===== src/rtl/muldiv_unit.sv =====
// muldiv_unit: iterative RV32M multiply/divide (shift-add multiply, restoring divide).
// Define MULDIV_FAST_MUL_EN to compute MUL-class products in a single step.
module muldiv_unit #(
    parameter int XLEN  = 32,
    parameter int CNT_W = 6
) (
    input  logic            clock,
    input  logic            reset,
    input  logic            start,
    input  logic [2:0]      funct3,
    input  logic [XLEN-1:0] rs1,
    input  logic [XLEN-1:0] rs2,
    input  logic [4:0]      rd,
    input  logic            flush,
    output logic            busy,
    output logic            done,
    output logic            rf_wen,
    output logic [4:0]      rd_out,
    output logic [XLEN-1:0] result
);
    typedef enum logic [1:0] {IDLE, MUL, DIV, FIN} state_t;
    state_t state;
    logic [2:0] op;
    logic neg, neg_rem;
    logic [CNT_W-1:0] cnt;
    logic [XLEN-1:0] hi, lo, m;
    logic sign_a, sign_b, div_zero, ovf, div_ge;
    logic [XLEN-1:0] mag_a, mag_b, div_next, quo_s, rem_s, fin_val;
    logic [XLEN:0] mul_sum, div_rt;
    logic [2*XLEN-1:0] prod_s;
    // {hi,lo} is the product during MUL and {remainder,quotient} during DIV
    always_comb begin
        sign_a   = funct3[2] ? ~funct3[0] : (funct3[1:0] == 2'd1 || funct3[1:0] == 2'd2);
        sign_b   = funct3[2] ? ~funct3[0] : (funct3[1:0] == 2'd1);
        mag_a    = (sign_a && rs1[XLEN-1]) ? -rs1 : rs1;
        mag_b    = (sign_b && rs2[XLEN-1]) ? -rs2 : rs2;
        div_zero = funct3[2] && rs2 == '0;
        ovf      = funct3[2] && !funct3[0] && rs1 == {1'b1, {(XLEN-1){1'b0}}} && rs2 == '1;
        mul_sum  = {1'b0, hi} + (lo[0] ? {1'b0, m} : '0);
        div_rt   = {hi, lo[XLEN-1]};
        div_ge   = div_rt >= {1'b0, m};
        div_next = div_ge ? XLEN'(div_rt - {1'b0, m}) : div_rt[XLEN-1:0];
        prod_s   = neg ? -{hi, lo} : {hi, lo};
        quo_s    = neg ? -lo : lo;
        rem_s    = neg_rem ? -hi : hi;
        fin_val  = op[2] ? (op[1] ? rem_s : quo_s)
                         : (op[1:0] == 2'd0 ? prod_s[XLEN-1:0] : prod_s[2*XLEN-1:XLEN]);
    end
    always_ff @(posedge clock or posedge reset) begin
        if (reset) begin
            state   <= IDLE;
            busy    <= 1'b0;
            done    <= 1'b0;
            rf_wen  <= 1'b0;
            rd_out  <= '0;
            result  <= '0;
            cnt     <= '0;
            op      <= '0;
            neg     <= 1'b0;
            neg_rem <= 1'b0;
            hi      <= '0;
            lo      <= '0;
            m       <= '0;
        end else begin
            done   <= 1'b0;
            rf_wen <= 1'b0;
            if (flush) begin
                state <= IDLE;
                busy  <= 1'b0;
            end else begin
                case (state)
                    IDLE: begin
                        busy <= start;
                        if (start) begin
                            op      <= funct3;
                            rd_out  <= rd;
                            cnt     <= '0;
                            neg     <= (sign_a && rs1[XLEN-1]) ^ (sign_b && rs2[XLEN-1]);
                            neg_rem <= sign_a && rs1[XLEN-1];
                            hi      <= '0;
                            if (div_zero || ovf) begin
                                // preload final quotient/remainder so FIN selects them unchanged
                                neg     <= 1'b0;
                                neg_rem <= 1'b0;
                                hi      <= div_zero ? rs1 : '0;
                                lo      <= div_zero ? '1 : rs1;
                                state   <= FIN;
                            end else if (funct3[2]) begin
                                m     <= mag_b;
                                lo    <= mag_a;
                                state <= DIV;
                            end else begin
`ifdef MULDIV_FAST_MUL_EN
                                {hi, lo} <= (2*XLEN)'(mag_a) * (2*XLEN)'(mag_b);
                                state    <= FIN;
`else
                                m     <= mag_a;
                                lo    <= mag_b;
                                state <= MUL;
`endif
                            end
                        end
                    end
                    MUL, DIV: begin
                        {hi, lo} <= state == MUL ? {mul_sum, lo[XLEN-1:1]}
                                                 : {div_next, lo[XLEN-2:0], div_ge};
                        cnt      <= cnt + CNT_W'(1);
                        state    <= cnt == CNT_W'(XLEN-1) ? FIN : state;
                    end
                    default: begin
                        result <= fin_val;
                        done   <= 1'b1;
                        rf_wen <= rd_out != '0;
                        state  <= IDLE;
                    end
                endcase
            end
        end
    end
endmodule


===== config.mk =====
export PLATFORM = sky130hd
export DESIGN_NAME = muldiv_unit
export DESIGN_NICKNAME = d
export VERILOG_FILES = /design/src/rtl/muldiv_unit.sv
export SDC_FILE = /design/constraint.sdc
export NUM_CORES = 1
export LEC_CHECK = 0
export ABC_AREA = 0
export BUFFER_PORTS_ARGS = -buffer_cell sky130_fd_sc_hd__buf_4
export CORE_MARGIN = 2
export CORE_UTILIZATION = 25
export CTS_CLUSTER_SIZE = 40
export DETAILED_ROUTE_END_ITERATION = 7
export GPL_TIMING_DRIVEN = 1
export PLACE_DENSITY = 0.42
export RECOVER_POWER = 100
export SLEW_MARGIN = 40
export SYNTH_ARGS = -nofsm -noshare
export SYNTH_HDL_FRONTEND = slang
export SYNTH_SLANG_ARGS = --single-unit
export TNS_END_PERCENT = 10

===== constraint.sdc =====
create_clock -name clock -period 8 [get_ports clock]
set_clock_uncertainty 0.1 [all_clocks]
set_input_delay 0 -clock clock [delete_from_list [all_inputs] [get_ports clock]]
set_output_delay 0 -clock clock [all_outputs]
set_load 0.005 [all_outputs]

==> results.py, run 1 <==
metrics = {
    "outcome": {
        "status": "complete, but fails checks",
        "violations": "capacitance limit, slew limit",
    },
    "critical_path": {
        "startpoint_type": "input pin",
        "critPathArrivalTime_ns": 6.10,
        "crit_path_top_delay_cell": "or3_1",
        "crit_family": "simple AND/OR/NAND/NOR gates",
        "crit_path_frequent_cell": "clkbuf_1",
        "crit_chain": "dlygate4sd3_1, clkbuf_1, or4_1, or2_0, nand2b_1, nor4_1, nand3b_1, clkbuf_1, inv_1, or3_1, mux2_2",
        "endpoint_kind": "flip-flop",
        "max_stage_delay_ns": 1.43,
        "path_buf_inv": 4,
        "worst-setup-path-type": "in2reg",
        "cp_max_fo": 49,
        "cp_data_required_time_ns": 8.27,
    },
    "floorplan": {
        "dieArea_sq_um": 63050,
        "die_h_um": 251.1,
        "die_w_um": 251.1,
        "start_util_pct": 25.29,
        "core_area_sq_um": 60360,
        "num_rows": 90,
        "io_pins": 116,
    },
    "clock_network": {
        "cts_buffers": 17,
        "htreeDepth": 4,
        "holdBufCountCts": 66,
        "clock-sinks": 149,
        "cts_max_path_buffers": 2,
        "cts_setup_buffers": 0,
        "cts_resized": 0,
        "clock_latency_ns": 0.49,
        "cts_tree": "built",
        "cts-root-buf": "clkbuf_16",
        "clk_pin_slew_ns": 0.06,
    },
    "sta": {
        "post-route-period-util_pct": 72.91,
        "min_period_ns": 5.833,
        "slew_headroom_pct": -202.7,
        "fin_setup_tns_ns": 0,
        "slew_viol_final": 302,
        "hold_viol_final": 0,
        "rsz0062_at_grt": "false",
        "setup_viol": 0,
        "tightest_slew_ns": 4.515,
        "fmax_ghz": 0.1714,
        "hold_ws_ns": 0.01305,
    },
    "layout": {
        "fin_nets": 2259,
        "final_common_cell": "nand2_1",
        "final_cell_mix": "nand2_1 (211), nor2_1 (187), o21ai_0 (179)",
        "area_growth_pct": 17.98,
        "postLayoutCellArea_sq_um": 18010,
        "drive_gt1_share_pct": 9.575,
        "diodes": 0,
        "n_fill_cell": 6615,
    },
    "detailed_routing": {
        "drtIter0Drc": 1346,
        "drc_errors": 0,
        "finalWirelength_mm": 71.59,
        "final_antenna_net_count": 0,
        "num_vias": 16100,
        "wl_per_cell_um": 24.67,
        "drt_first_pass_iters": 6,
        "post_drt_via_cell_ratio": 5.546,
    },
    "pwr": {
        "vdd_drop_max_mv": 0.1885,
        "leakage_nw": 7.547,
        "power_frac_comb_pct": 68.7,
        "intPower_mw": 3.549,
        "pwr-share-clk_pct": 11.3,
        "swShare_pct": 55.51,
        "sequentialPowerShare_pct": 20.0,
        "switchingPower_mw": 4.429,
        "powerDensity_nw_per_um2": 443.0,
    },
    "synthesis": {
        "synthArstFlopShare_pct": 100.0,
        "synth_nets": 2166,
        "syn-instance-count": 2014,
        "yosysWarnings": 0,
        "synth_edf_count": 0,
        "postSynthRegisterBits": 149,
        "synth_area_leaders": "dfrtp_1 (24%), ha_1 (6.1%), o21ai_0 (5.7%)",
        "yosysUniqueCellTypes": 78,
        "syn_area_sq_um": 15260,
        "synth_top_area_cell": "dfrtp_1",
        "syn-mean-instance-area_sq_um": 7.579,
        "synth_top_area_share_pct": 24.43,
        "ys.flop_type": "dfrtp_1",
        "seq_area_frac_synth_pct": 24.43,
    },
    "global_routing": {
        "grt_pass1_wl_mm": 105.1,
        "grt_max_degree": 92,
        "grt_pass1_vias": 15780,
        "grt.overflow.total": 0,
        "antenna_found_initial": 1,
        "grt_use_total_pct": 22.52,
    },
    "placed_design": {
        "routabilityCongestion": 0.9550,
        "place_area_sq_um": 16850,
        "dp_hpwl_mm": 54.80,
        "port_buffers": 115,
    },
    "job": {
        "cap_violations": 6,
    },
    "worst_hold_path": {
        "hold_path.class": "in2reg",
    },
}
## path summary, 6_finish.rpt
path	startpoint	endpoint	slack, ns	depth (start not counted)
worst min register to register	result[11]	result[11]	0.38	2
worst max register to register	state[0]	hi[8]	2.46	9
max in group asynchronous	reset	neg	4.21	3
min in group asynchronous	reset	rd_out[0]	1.34	3
worst min-delay path	rs2[9]	m[9]	0.01	4
worst max-delay path	rs2[6]	m[12]	2.17	11
## logic make-up after synthesis
logic type | Yosys count | share of synthesized area [%]
AND/OR/NAND/NOR | 664 | 20.59
adder cells (fa/ha/maj) | 76 | 6.328
XOR/XNOR | 192 | 11.02
AO/OA/AOI/OAI | 640 | 26.75
buffers and inverters | 212 | 5.418
multiplexers | 81 | 5.475
flip-flops | 149 | 24.43
## power groups by stage
stage	logic [mW]	registers, mW	clock network (mW)
6_report	5.48	1.59	0.905
5_1_grt	5.94	1.64	0.950
4_1_cts	5.46	1.59	0.924
3_5_place_dp	5.41	1.61	0
3_3_place_gp	5.42	1.59	0
2_1_floorplan	3.69	1.33	0
## worst reg2reg max path, stage by stage (launching register included)
cell and delay (ns):
dfrtp_1 0.40, inv_1 0.06, ha_1 0.27, clkbuf_1 1.51, nand2_1 0.22, a21o_2 0.29, clkbuf_1 0.69, nor2_1 1.36
o21ai_0 0.22, o21ai_0 0.32
## synthesized netlist by cell type (7+ instances only)
library cell and number:
buf_1 16, o21ai_0 175, and3_1 14, a211oi_1 28, mux2i_1 61, a221o_1 16, o21a_1 8, o211ai_1 16
o22ai_1 15, a221oi_1 14, dfrtp_1 149, nand4_1 34, o31ai_1 36, a21o_1 39, a22oi_1 8, inv_1 73
o21bai_1 10, and2_1 15, nor3_1 56, o21ai_1 7, nor2_1 187, mux2_2 20, a31oi_1 23, xnor2_1 98
nand2b_1 19, nor4_1 25, ha_1 74, nand3_1 32, or3_1 16, o311ai_0 8, clkbuf_1 114, a21oi_1 162
or4_1 19, o221ai_1 17, xor2_1 94, o41ai_1 11, nand2_1 212, or2_2 7
## final cells by class
type / instances / area (sq um) / share of cell area, %
clock buffers: 20 / 456.7 / 2.536
flip-flops and latches: 149 / 3731 / 20.72
repair buffers: 212 / 1700 / 9.441
clock inverters: 12 / 163.9 / 0.9101
well taps: 782 / 978.4 / 5.433
multi-input cells: 1653 / 10700 / 59.41
inverters: 74 / 279.0 / 1.549
## flip-flops by register name, summed over array words and instances (netlist names)
register  flops
m            32
neg           1
op            3
rf_wen        1
neg_rem       1
rd_out        5
hi           32
done          1
busy          1
lo           32
result       32
state         2
cnt           6
## metal layers
metal,part of all wire (%),vias up,track usage [%]
met4,4.6,0,10.48
met1,45,7826,29.89
met2,45,576,36.12
li1,-,7559,-
met5,0,-,0
met3,5.0,134,3.137
## per-stage QoR
stage / setup slack (ns) / instances / power [mW] / util [%]
global route: 1.757 / 2902 / 8.533 / 29.84
CTS: 3.481 / 2902 / 7.976 / 30.05
global placement: 3.520 / 2804 / 7.019 / 27.86
detailed placement: 3.536 / 2804 / 7.018 / 27.92
finish: 2.167 / 2902 / 7.979 / 29.84
floorplan: 3.892 / 2014 / 5.021 / -
Note: power is estimated with default switching activity, not from simulation.
==> inputs of run 2 (changes only) <==
- clock period: 8 -> 5.4 ns (I/O delays scaled with it)
==> run 2 against run 1 <==
The run still ends with capacitance limit, slew limit left; combinational power up 46%; worst hold slack improved by 0.011 ns; setup slack got worse by 1.5 ns; largest power group unchanged; highest routed layer unchanged.
==> results.py, run 2 (synthesis gave the netlist of run 1 again) <==
metrics = {
    "sta": {
        "rsz0062_at_grt": "false",
        "fin_setup_tns_ns": 0,
        "fmax_ghz": 0.2113,
        "slew_viol_final": 169,
        "setup_ws_ns": 0.6672,
        "tightest_slew_ns": 2.286,
        "post-route-period-util_pct": 87.65,
        "hold_viol_final": 0,
        "min_period_ns": 4.733,
        "slew_headroom_pct": -53.26,
        "setup_viol": 0,
    },
    "layout": {
        "final_cell_count_no_fill": 2911,
        "fin_nets": 2268,
        "final_common_cell": "nand2_1",
        "final_cell_mix": "nand2_1 (212), nor2_1 (186), o21ai_0 (181)",
        "drive_gt1_share_pct": 9.817,
        "area_growth_pct": 18.00,
        "postLayoutCellArea_sq_um": 18010,
        "diodes": 0,
    },
    "floorplan": {
        "die_w_um": 251.1,
        "die_h_um": 251.1,
        "core_area_sq_um": 60360,
        "num_rows": 90,
        "dieArea_sq_um": 63050,
        "start_util_pct": 25.29,
        "io_pins": 116,
    },
    "critical_path": {
        "worst-setup-path-type": "in2reg",
        "cp_max_fo": 21,
        "endpoint_kind": "flip-flop",
        "r2r_start": "hi[0]",
        "critPathArrivalTime_ns": 5.06,
        "startpoint_type": "input pin",
        "cp_data_required_time_ns": 5.73,
        "crit_start": "rs2[6]",
    },
    "clock_network": {
        "cts_tree": "built",
        "htreeDepth": 4,
        "cts-root-buf": "clkbuf_16",
        "cts_setup_buffers": 0,
        "cts_max_path_buffers": 2,
        "clock_latency_ns": 0.50,
        "clock-sinks": 149,
        "cts_resized": 0,
        "cts_buffers": 17,
        "clk_pin_slew_ns": 0.07,
        "holdBufCountCts": 67,
    },
    "placed_design": {
        "routabilityCongestion": 0.9363,
        "dp_hpwl_mm": 54.68,
        "dpl_worst_slack_ns": 1.299,
        "port_buffers": 115,
        "place_area_sq_um": 16890,
        "dp_cells": 2812,
    },
    "detailed_routing": {
        "wl_per_cell_um": 24.39,
        "drc_errors": 0,
        "final_antenna_net_count": 0,
        "post_drt_via_cell_ratio": 5.535,
        "drtIter0Drc": 1464,
        "drt_first_pass_iters": 8,
        "num_vias": 16110,
        "finalWirelength_mm": 70.99,
    },
    "outcome": {
        "violations": "capacitance limit, slew limit",
        "status": "complete, but fails checks",
    },
    "pwr": {
        "vdd_drop_max_mv": 0.2768,
        "swShare_pct": 56.16,
        "leakage_nw": 7.547,
        "sequentialPowerShare_pct": 20.8,
        "switchingPower_mw": 6.557,
        "power_frac_comb_pct": 68.6,
        "pwr-share-clk_pct": 10.5,
        "power.total_mw": 11.68,
        "powerDensity_nw_per_um2": 648.2,
        "intPower_mw": 5.118,
    },
    "worst_hold_path": {
        "min-delay-start": "rs2[19]",
        "hold_path.class": "in2reg",
    },
    "global_routing": {
        "grt_pass1_wl_mm": 104.6,
        "antenna_found_initial": 1,
        "grt_pass1_vias": 15560,
        "grt.overflow.total": 0,
        "grt_use_total_pct": 22.34,
        "grt_max_degree": 72,
    },
    "job": {
        "cap_violations": 3,
    },
}
[run 2: final cells by class]
type / instances / area [sq um]
fillers: 6663 / 42350
repair buffers: 221 / 1757
flip-flops and latches: 149 / 3730
clock buffers: 18 / 439.2
clock inverters: 14 / 136.4
inverters: 74 / 279.0
well taps: 782 / 978.4
multi-input cells: 1653 / 10690
[run 2: path summary, 6_finish.rpt]
| check | endpoint | slack, ns | cells after the start |
|---|---|---|---|
| setup / recovery | hi[18] | 0.67 | 13 |
| hold / removal | m[19] | 0.02 | 4 |
| setup reg to reg | lo[0] | 1.07 | 12 |
| hold reg to reg | result[21] | 0.38 | 2 |
| max in group asynchronous | neg | 1.22 | 5 |
| min in group asynchronous | cnt[1] | 1.15 | 4 |
[run 2: layer usage]
| metal | track usage (%) | part of all wire [%] | up-vias |
|---|---|---|---|
| li1 | - | - | 7575 |
| met1 | 30.14 | 45 | 7854 |
| met2 | 35.80 | 45 | 584 |
| met3 | 3.199 | 5.4 | 98 |
| met4 | 8.997 | 3.9 | 0 |
| met5 | 0 | 0 | - |
[run 2: power by group through the flow]
stage          registers [mW]  logic [mW]  clock network, mW
6_report                 2.43        8.02               1.23
5_1_grt                  2.51        8.68               1.31
4_1_cts                  2.41        8.01               1.26
3_5_place_dp             2.44        7.93                  0
3_3_place_gp             2.42        7.97                  0
2_1_floorplan            1.97        5.47                  0
[run 2: critical path, cell delays in order]
cell and delay (ns):
dlygate4sd3_1 0.53, clkbuf_1 0.13, or4_1 0.58, or2_2 0.35
nand2b_1 0.21, nor4_1 0.92, nand3b_1 0.19, clkbuf_1 0.59
nor2_1 0.29, clkbuf_1 0.69, nand2_1 0.17, a41oi_1 0.26
o21a_1 0.15
[run 2: through the flow]
| stage | util [%] | hold slack [ns] |
|---|---|---|
| 4_1_cts | 30.04 | 0.004029 |
| 3_5_place_dp | 27.98 | -0.03226 |
| 5_1_grt | 29.84 | 0.04627 |
| 3_3_place_gp | 27.95 | -0.03393 |
| 6_report | 29.84 | 0.02373 |
| 2_1_floorplan | - | -0.03686 |
